===== src/rtl/uart_pkg.sv =====
// Shared types and defaults for the UART TX arbiter and its picker.
package uart_pkg;

  typedef enum logic [1:0] {
    IDLE      = 2'd0,
    START     = 2'd1,
    WAIT_BUSY = 2'd2,
    WAIT_DONE = 2'd3
  } state_t;

  localparam int BUSY_TIMEOUT_DEF = 4;

endpackage


===== src/rtl/uart_rr_pick.sv =====
// Combinational round-robin picker: lowest requesting index at or after ptr
// wins, wrapping from N-1 back to 0.
module uart_rr_pick #(
  parameter int N    = 4,
  parameter int ID_W = $clog2(N)
) (
  input  logic [N-1:0]    req,
  input  logic [ID_W-1:0] ptr,
  output logic [N-1:0]    gnt_onehot,
  output logic [ID_W-1:0] gnt_id,
  output logic            any
);

  logic found;

  always_comb begin
    gnt_onehot = '0;
    gnt_id     = '0;
    found      = 1'b0;
    // First pass covers [ptr, N-1]; second pass wraps to [0, ptr-1].
    for (int k = 0; k < N; k++) begin
      if (!found && req[k] && (k >= int'(ptr))) begin
        found         = 1'b1;
        gnt_onehot[k] = 1'b1;
        gnt_id        = ID_W'(k);
      end
    end
    for (int k = 0; k < N; k++) begin
      if (!found && req[k]) begin
        found         = 1'b1;
        gnt_onehot[k] = 1'b1;
        gnt_id        = ID_W'(k);
      end
    end
  end

  assign any = |req;

endmodule


===== src/rtl/uart_tx_arbiter.sv =====
// Shares one uart_tx byte transmitter between NUM_REQ requesters.
// Define UART_TX_ARB_FIXED_PRI_EN for fixed lowest-index-wins priority.
//
// Handshake: i_req[k] is a level held with stable i_req_data until o_ack[k]
// pulses for one cycle; the byte is latched then, and the requester may drop
// or re-request from the following cycle.
module uart_tx_arbiter
  import uart_pkg::*;
#(
  parameter int NUM_REQ      = 4,
  parameter int ID_W         = $clog2(NUM_REQ),
  parameter int BUSY_TIMEOUT = BUSY_TIMEOUT_DEF
) (
  input  logic                 clk,
  input  logic                 i_rst_n,
  input  logic [NUM_REQ-1:0]   i_req,
  input  logic [NUM_REQ*8-1:0] i_req_data,
  output logic [NUM_REQ-1:0]   o_ack,
  output logic                 o_grant_valid,
  output logic [ID_W-1:0]      o_grant_id,
  output logic                 o_tx_start,
  output logic [7:0]           o_tx_data,
  input  logic                 i_tx_busy,
  input  logic                 i_tx_done,
  output logic                 o_err,
  output state_t               o_state
);

  localparam int CNT_W = $clog2(BUSY_TIMEOUT + 1);

  state_t               state_q, state_d;
  logic [ID_W-1:0]      ptr_q, ptr_d;
  logic [CNT_W-1:0]     cnt_q, cnt_d;
  logic [NUM_REQ-1:0]   ack_q, ack_d;
  logic                 grant_valid_q, grant_valid_d;
  logic [ID_W-1:0]      grant_id_q, grant_id_d;
  logic                 tx_start_q, tx_start_d;
  logic [7:0]           tx_data_q, tx_data_d;
  logic                 err_q, err_d;

  logic [NUM_REQ-1:0]   pick_onehot;
  logic [ID_W-1:0]      pick_id;
  logic                 pick_any;
  logic [7:0]           pick_data;
  logic                 tx_ready;

  uart_rr_pick #(
    .N    (NUM_REQ),
    .ID_W (ID_W)
  ) u_pick (
    .req        (i_req),
    .ptr        (ptr_q),
    .gnt_onehot (pick_onehot),
    .gnt_id     (pick_id),
    .any        (pick_any)
  );

  always_comb begin
    pick_data = '0;
    for (int k = 0; k < NUM_REQ; k++) begin
      if (pick_onehot[k]) pick_data = i_req_data[k*8 +: 8];
    end
  end

  // Also gates restart after a reset that landed mid-frame.
  assign tx_ready = !i_tx_busy && i_tx_done;

  always_comb begin
    state_d       = state_q;
    ptr_d         = ptr_q;
    cnt_d         = cnt_q;
    ack_d         = '0;
    grant_valid_d = grant_valid_q;
    grant_id_d    = grant_id_q;
    tx_start_d    = 1'b0;
    tx_data_d     = tx_data_q;
    err_d         = 1'b0;
    case (state_q)
      IDLE: begin
        if (pick_any && tx_ready) begin
          state_d       = START;
          grant_id_d    = pick_id;
          tx_data_d     = pick_data;
          ack_d         = pick_onehot;
          tx_start_d    = 1'b1;
          grant_valid_d = 1'b1;
        end
      end
      START: begin
        state_d = WAIT_BUSY;
        cnt_d   = '0;
`ifdef UART_TX_ARB_FIXED_PRI_EN
        ptr_d   = '0;
`else
        ptr_d   = (grant_id_q == ID_W'(NUM_REQ - 1)) ? '0 : grant_id_q + 1'b1;
`endif
      end
      WAIT_BUSY: begin
        if (i_tx_busy) begin
          state_d = WAIT_DONE;
        end else if (cnt_q == CNT_W'(BUSY_TIMEOUT - 1)) begin
          // Byte is dropped: the requester was already acked.
          state_d       = IDLE;
          err_d         = 1'b1;
          grant_valid_d = 1'b0;
        end else begin
          cnt_d = cnt_q + 1'b1;
        end
      end
      WAIT_DONE: begin
        if (tx_ready) begin
          state_d       = IDLE;
          grant_valid_d = 1'b0;
        end
      end
      default: state_d = IDLE;
    endcase
  end

  always_ff @(posedge clk or negedge i_rst_n) begin
    if (!i_rst_n) begin
      state_q       <= IDLE;
      ptr_q         <= '0;
      cnt_q         <= '0;
      ack_q         <= '0;
      grant_valid_q <= 1'b0;
      grant_id_q    <= '0;
      tx_start_q    <= 1'b0;
      tx_data_q     <= 8'h00;
      err_q         <= 1'b0;
    end else begin
      state_q       <= state_d;
      ptr_q         <= ptr_d;
      cnt_q         <= cnt_d;
      ack_q         <= ack_d;
      grant_valid_q <= grant_valid_d;
      grant_id_q    <= grant_id_d;
      tx_start_q    <= tx_start_d;
      tx_data_q     <= tx_data_d;
      err_q         <= err_d;
    end
  end

  assign o_ack         = ack_q;
  assign o_grant_valid = grant_valid_q;
  assign o_grant_id    = grant_id_q;
  assign o_tx_start    = tx_start_q;
  assign o_tx_data     = tx_data_q;
  assign o_err         = err_q;
  assign o_state       = state_q;

endmodule


===== config.mk =====
export PLATFORM = sky130hd
export DESIGN_NAME = uart_tx_arbiter
export DESIGN_NICKNAME = d
export VERILOG_FILES = /design/src/rtl/uart_pkg.sv /design/src/rtl/uart_rr_pick.sv /design/src/rtl/uart_tx_arbiter.sv
export SDC_FILE = /design/constraint.sdc
export NUM_CORES = 1
export LEC_CHECK = 0
export BUFFER_PORTS_ARGS = -buffer_cell sky130_fd_sc_hd__buf_2
export CAP_MARGIN = 20
export CORE_ASPECT_RATIO = 1.5
export CORE_MARGIN = 2
export CORE_UTILIZATION = 45
export CTS_BUF_LIST = sky130_fd_sc_hd__clkbuf_4 sky130_fd_sc_hd__clkbuf_8
export DETAILED_ROUTE_END_ITERATION = 16
export PLACE_DENSITY = 0.84
export REMOVE_ABC_BUFFERS = 1
export SKIP_CTS_REPAIR_TIMING = 1
export SYNTH_ARGS = -nofsm -noshare
export SYNTH_HDL_FRONTEND = slang
export SYNTH_SLANG_ARGS = --single-unit
export TNS_END_PERCENT = 5

===== constraint.sdc =====
create_clock -name clk -period 1.4 [get_ports clk]
set_clock_uncertainty 0.05 [all_clocks]
set_input_delay 0.28 -clock clk [delete_from_list [all_inputs] [get_ports clk]]
set_output_delay 0.28 -clock clk [all_outputs]
set_load 0.005 [all_outputs]

==> out/results.ini, run 1 <==
[run_status]
outcome=finished, violations left
violations=negative setup slack

[cts]
cts.clk_slew.worst_paths_ps=90
ctsRootBufferMaster=clkbuf_8
cts_inserted_buffers=3
tritoncts=done
cts_buffer_depth=2
clock_sinks=24
h-tree-depth=1
clk_latency_ps=270

[sta]
rsz0062_at_grt=yes
layout_setup_ws_ps=-95.7
layout_min_cycle_time_ps=1500
fmax_mhz=669
relSlewSlack=0.644
finalSetupViolCount=8
tightest_slew_ps=535
hold_viol_final=0
final_max_slew_viol_count=0
finalCritPeriodShare=1.07

[logic_synthesis]
ys_types=33
syn_area_um2=1460
ys_seq_area_frac=0.410
synth.avg_cell_area_um2=8.93
yosys_register_bits=24
yosys_warnings=0
syn-instance-count=164

[place]
pre_cts_ws_ps=-195
io_buffers=58
hpwlAfterDp_mm=3.00
place_area_um2=1900
dp_cells=271
gp_congestion=0.771

[floorplanning]
dieHeight_um=73.9
row_count=25
core-area_um2=3130
die_area_um2=3730
die_w_um=50.6
initial_core_util=0.468
io_pins=59

[detailed_routing]
post_drt_wl_per_cell_um=13.8
maxUsedRoutingLayer=met4
drc=0
drtAntennaViolNets=0
met2WireLength_mm=2.05
routed_wl_mm=3.81
via_per_inst=5.29
vias=1459
drt_iter0_markers=65
wl_met3_um=218
drtPass1Iterations=6
met1_length_mm=1.48

[worst_setup_path]
crit_fanout=9
arrival_ps=1600
r2r_end=o_tx_data[4]
r2r-start=ptr_q[1]
ff2ff_setup_slack_ps=-100
crit_type=reg -> reg
crit_path_end_kind=flop
ff2ff_path_depth=5
cp-start-kind=flop
critPathRequiredTime_ps=1510

[layout]
drive_gt1_frac=0.424
fin_nets=280
design_area_um2=2030
post-route-util=0.649
syn_to_final_growth_pct=38.6
n_antenna_cell=0
layout.cells.non_filler=276

[worst_hold_path]
hp-class=in -> reg
hp-start=i_tx_done
hold_end=o_state[1]
min_path_cells=2

[flow_run]
max_cap_violations=0

[global_routing]
grt_pass1_vias=1438
grt_max_degree=25
antenna_found_initial=0
grt_overflow=0
grt.total_usage=0.220
grt_pass1_wl_mm=6.19

[power_and_ir_drop]
powerDensity_nw_per_um2=1670
p_leak_uw=0.00103
vdd_drop_max_v=0.000836

## cells by family after synthesis
group,after synthesis,share of synthesized area
AOI/OAI and AO/OA,57,0.285
adders and majority gates,3,0.0256
buffers and inverters,20,0.0590
DFF,24,0.410
muxes,4,0.0291
and+or+nand+nor,56,0.191
## final cells by class
class	instances	area [um^2]
clock buffer	3	41.3
clock inverter	1	30.0
fill	281	1100
inverter	13	48.8
multi-input combinational	120	823
sequential	24	603
tap	40	50.0
timing repair buffer	75	433
## Yosys cell counts (all sizes together)
cell type | n | area (um^2)
o21ai | 7 | 57.6
a21oi | 20 | 100
mux2i | 2 | 20.0
o31ai | 9 | 67.6
o22ai | 1 | 6.26
buf | 5 | 30.0
a2bb2oi | 1 | 15.0
a21o | 10 | 75.1
nand2b | 3 | 18.8
a31oi | 3 | 18.8
o32ai | 1 | 27.5
nand2 | 9 | 36.3
and3 | 1 | 6.26
ha | 3 | 37.5
o221ai | 1 | 15.0
nor2b | 7 | 43.8
mux2 | 2 | 22.5
o21a | 1 | 7.51
inv | 13 | 48.8
dfrtp | 24 | 601
a21boi | 1 | 7.51
nor2 | 24 | 92.6
o31a | 1 | 8.76
nand4b | 1 | 15.0
and2 | 9 | 56.3
nor3 | 2 | 10.0
o221a | 1 | 11.3
clkbuf | 2 | 7.51
## sequential cells by signal, indices dropped and copies added, names as in the netlist
| register | flops |
|---|---|
| o_grant_valid | 1 |
| o_tx_data | 8 |
| cnt_q | 3 |
| o_err | 1 |
| ptr_q | 2 |
| o_state | 2 |
| o_grant_id | 2 |
| o_tx_start | 1 |
| o_ack | 4 |
## critical path, stage by stage, from the launching register on
cell and delay (ps):
dfrtp_2 480, buf_4 160, o21ai_4 190, nand2_4 120, o31ai_2 280, a21oi_1 100
## where the power goes
part | total, uW | internal (uW) | switching, uW
Sequential | 1160 | 949 | 215
Combinational | 1610 | 831 | 777
Clock | 620 | 383 | 237
## layer usage
| layer | vias to the layer above | track usage |
|---|---|---|
| met2 | 55 | 0.421 |
| met1 | 685 | 0.234 |
| met4 | 0 | 0.0901 |
| met5 | - | 0 |
| met3 | 5 | 0.0366 |
| li1 | 714 | - |
## worst max-delay path by stage
stage                        start            to  slack (ps)  cells past startpoint
after global routing      ptr_q[0]  o_tx_data[5]        -160                      5
final                     ptr_q[1]  o_tx_data[4]        -100                      5
after floorplan           ptr_q[1]  o_tx_data[0]        -100                      5
after global placement    ptr_q[0]  o_tx_data[4]        -150                      5
after CTS                 ptr_q[1]  o_tx_data[4]        -220                      6
after detailed placement  ptr_q[1]  o_tx_data[4]        -200                      6
## layout by cell type (no fill, tap or decap), drive strengths merged
| cell type | netlist | routed |
|---|---|---|
| a21o | 10 | 10 |
| o221a | 1 | 1 |
| o31ai | 9 | 9 |
| nand2 | 9 | 9 |
| a2bb2oi | 1 | 1 |
| nor2 | 24 | 24 |
| a21oi | 20 | 20 |
| and3 | 1 | 1 |
| inv | 13 | 13 |
| clkbuf | 2 | 3 |
| o32ai | 1 | 1 |
| and2 | 9 | 9 |
| a21boi | 1 | 1 |
| nand2b | 3 | 3 |
| dlygate4sd3 | 0 | 1 |
| o221ai | 1 | 1 |
| nor3 | 2 | 2 |
| o21ai | 7 | 7 |
| ha | 3 | 3 |
| bufinv | 0 | 1 |
| o31a | 1 | 1 |
| mux2i | 2 | 2 |
| mux2 | 2 | 2 |
| a31oi | 3 | 3 |
| o21a | 1 | 1 |
| o22ai | 1 | 1 |
| nand4b | 1 | 1 |
| buf | 5 | 74 |
| nor2b | 7 | 7 |
| dfrtp | 24 | 24 |
## per-stage QoR
stage | hold WS, ps | total power, uW | setup TNS (ps)
5_1_grt | 214 | 3630 | -1330
4_1_cts | -51.4 | 3320 | -1740
6_report | 207 | 3390 | -574
3_5_place_dp | 246 | 2710 | -1490
2_1_floorplan | -65.6 | 2010 | -831
3_3_place_gp | 243 | 2640 | -795
Power figures use the tool's default switching activity.
==> inputs of run 2 (changes only) <==
RECOVER_POWER = 100   (was unset)
TNS_END_PERCENT = 50   (was 5)
==> out/results.ini, run 2 (synthesized netlist as in run 1, its figures left out) <==
[power_and_ir_drop]
power_uw=3340
vdd_drop_max_v=0.000820
p_leak_uw=0.000980
powerDensity_nw_per_um2=1670

[sta]
final_max_slew_viol_count=0
finalSetupViolCount=10
hold_viol_final=0
layout_setup_ws_ps=-96.8
relSlewSlack=0.607
rsz0062_at_grt=yes
finalCritPeriodShare=1.07
tightest_slew_ps=590
fmax_mhz=668
layout_min_cycle_time_ps=1500

[place]
dp_cells=271
io_buffers=58
hpwlAfterDp_mm=3.00
gp_congestion=0.771
place_area_um2=1900

[layout]
n_antenna_cell=0
largest_reg_flops=8
mostFrequentLayoutCell=buf_2
design_area_um2=2000
layout_common_cells=42 x buf_2, 23 x nor2_1, 22 x dfrtp_1, 20 x a21oi_1, 16 x clkbuf_1
post-route-util=0.640
layout.cells.non_filler=276
fin_nets=280
syn_to_final_growth_pct=36.8
drive_gt1_frac=0.347

[worst_setup_path]
cp-start-kind=flop
crit_type=reg -> reg
critPathRequiredTime_ps=1510
arrival_ps=1600
crit_fanout=10
ff2ff_setup_slack_ps=-100
crit_path_end_kind=flop

[detailed_routing]
wl_met3_um=207
met1_length_mm=1.49
routed_wl_mm=3.81
via_per_inst=5.23
post_drt_wl_per_cell_um=13.8
met2WireLength_mm=2.04
drtPass1Iterations=4
drt_iter0_markers=62
maxUsedRoutingLayer=met4
drc=0
vias=1443
drtAntennaViolNets=0

[floorplanning]
initial_core_util=0.468
dieHeight_um=73.9
row_count=25
core-area_um2=3130
die_w_um=50.6
io_pins=59
die_area_um2=3730

[worst_hold_path]
hp-class=in -> reg

[global_routing]
grt_overflow=0
grt_max_degree=25
grt_pass1_vias=1438
grt.total_usage=0.220
antenna_found_initial=0
grt_pass1_wl_mm=6.19

[cts]
cts_inserted_buffers=3
tritoncts=done
clock_sinks=24
ctsRootBufferMaster=clkbuf_8
clk_latency_ps=270
cts.clk_slew.worst_paths_ps=80
cts_buffer_depth=2
h-tree-depth=1

[flow_run]
max_cap_violations=0

[run_status]
violations=negative setup slack
outcome=finished, violations left

-- run 2: changes by cell type in the layout (fill, tap and decap cells not counted) --
cell,before,now
buf_4,15,14
buf_2,58,42
inv_1,12,13
clkbuf_1,0,16
a21oi_1,19,20
clkbuf_2,0,1
inv_2,1,0
a21oi_2,1,0
-- run 2: where the power goes --
part / switching (uW) / internal, uW
logic: 773 / 783
registers: 219 / 949
clock network: 235 / 383
total: 1230 / 2120
-- run 2: worst paths after layout --
kind / startpoint / endpoint / depth (start not counted)
max in group asynchronous: i_rst_n / ptr_q[1] / 2
max reg2reg: ptr_q[1] / o_tx_data[4] / 6
min: i_tx_done / o_state[1] / 2
min in group asynchronous: i_rst_n / o_state[0] / 2
max: ptr_q[1] / o_tx_data[4] / 6
min reg2reg: o_grant_valid / o_grant_valid / 1
-- run 2: area by class of cell --
cell class,count,area [um^2]
timing repair buffer,75,410
clock buffer,3,41.3
tap,40,50.0
clock inverter,1,30.0
fill,291,1120
multi-input combinational,120,820
inverter,13,48.8
sequential,24,603
-- run 2: through the flow --
stage                     hold slack [ps]  setup TNS (ps)  setup WS [ps]
after global placement                243            -795           -147
after floorplan                     -65.6            -831           -100
after detailed placement              246           -1490           -195
after global routing                  214           -1720           -160
final                                 210            -634          -96.8
after CTS                           -51.4           -1740           -221
-- run 2: worst max-delay path, cell delays in order (launching register included) --
cell,delay (ps)
dfrtp_2,460
inv_1,100
o221ai_2,240
buf_12,160
nor2_1,50
o31ai_2,240
a21oi_1,90
-- run 2: routing by layer --
metal,global-route usage,vias to the layer above
li1,-,711
met5,0,-
met2,0.421,54
met4,0.0901,0
met1,0.234,673
met3,0.0366,5
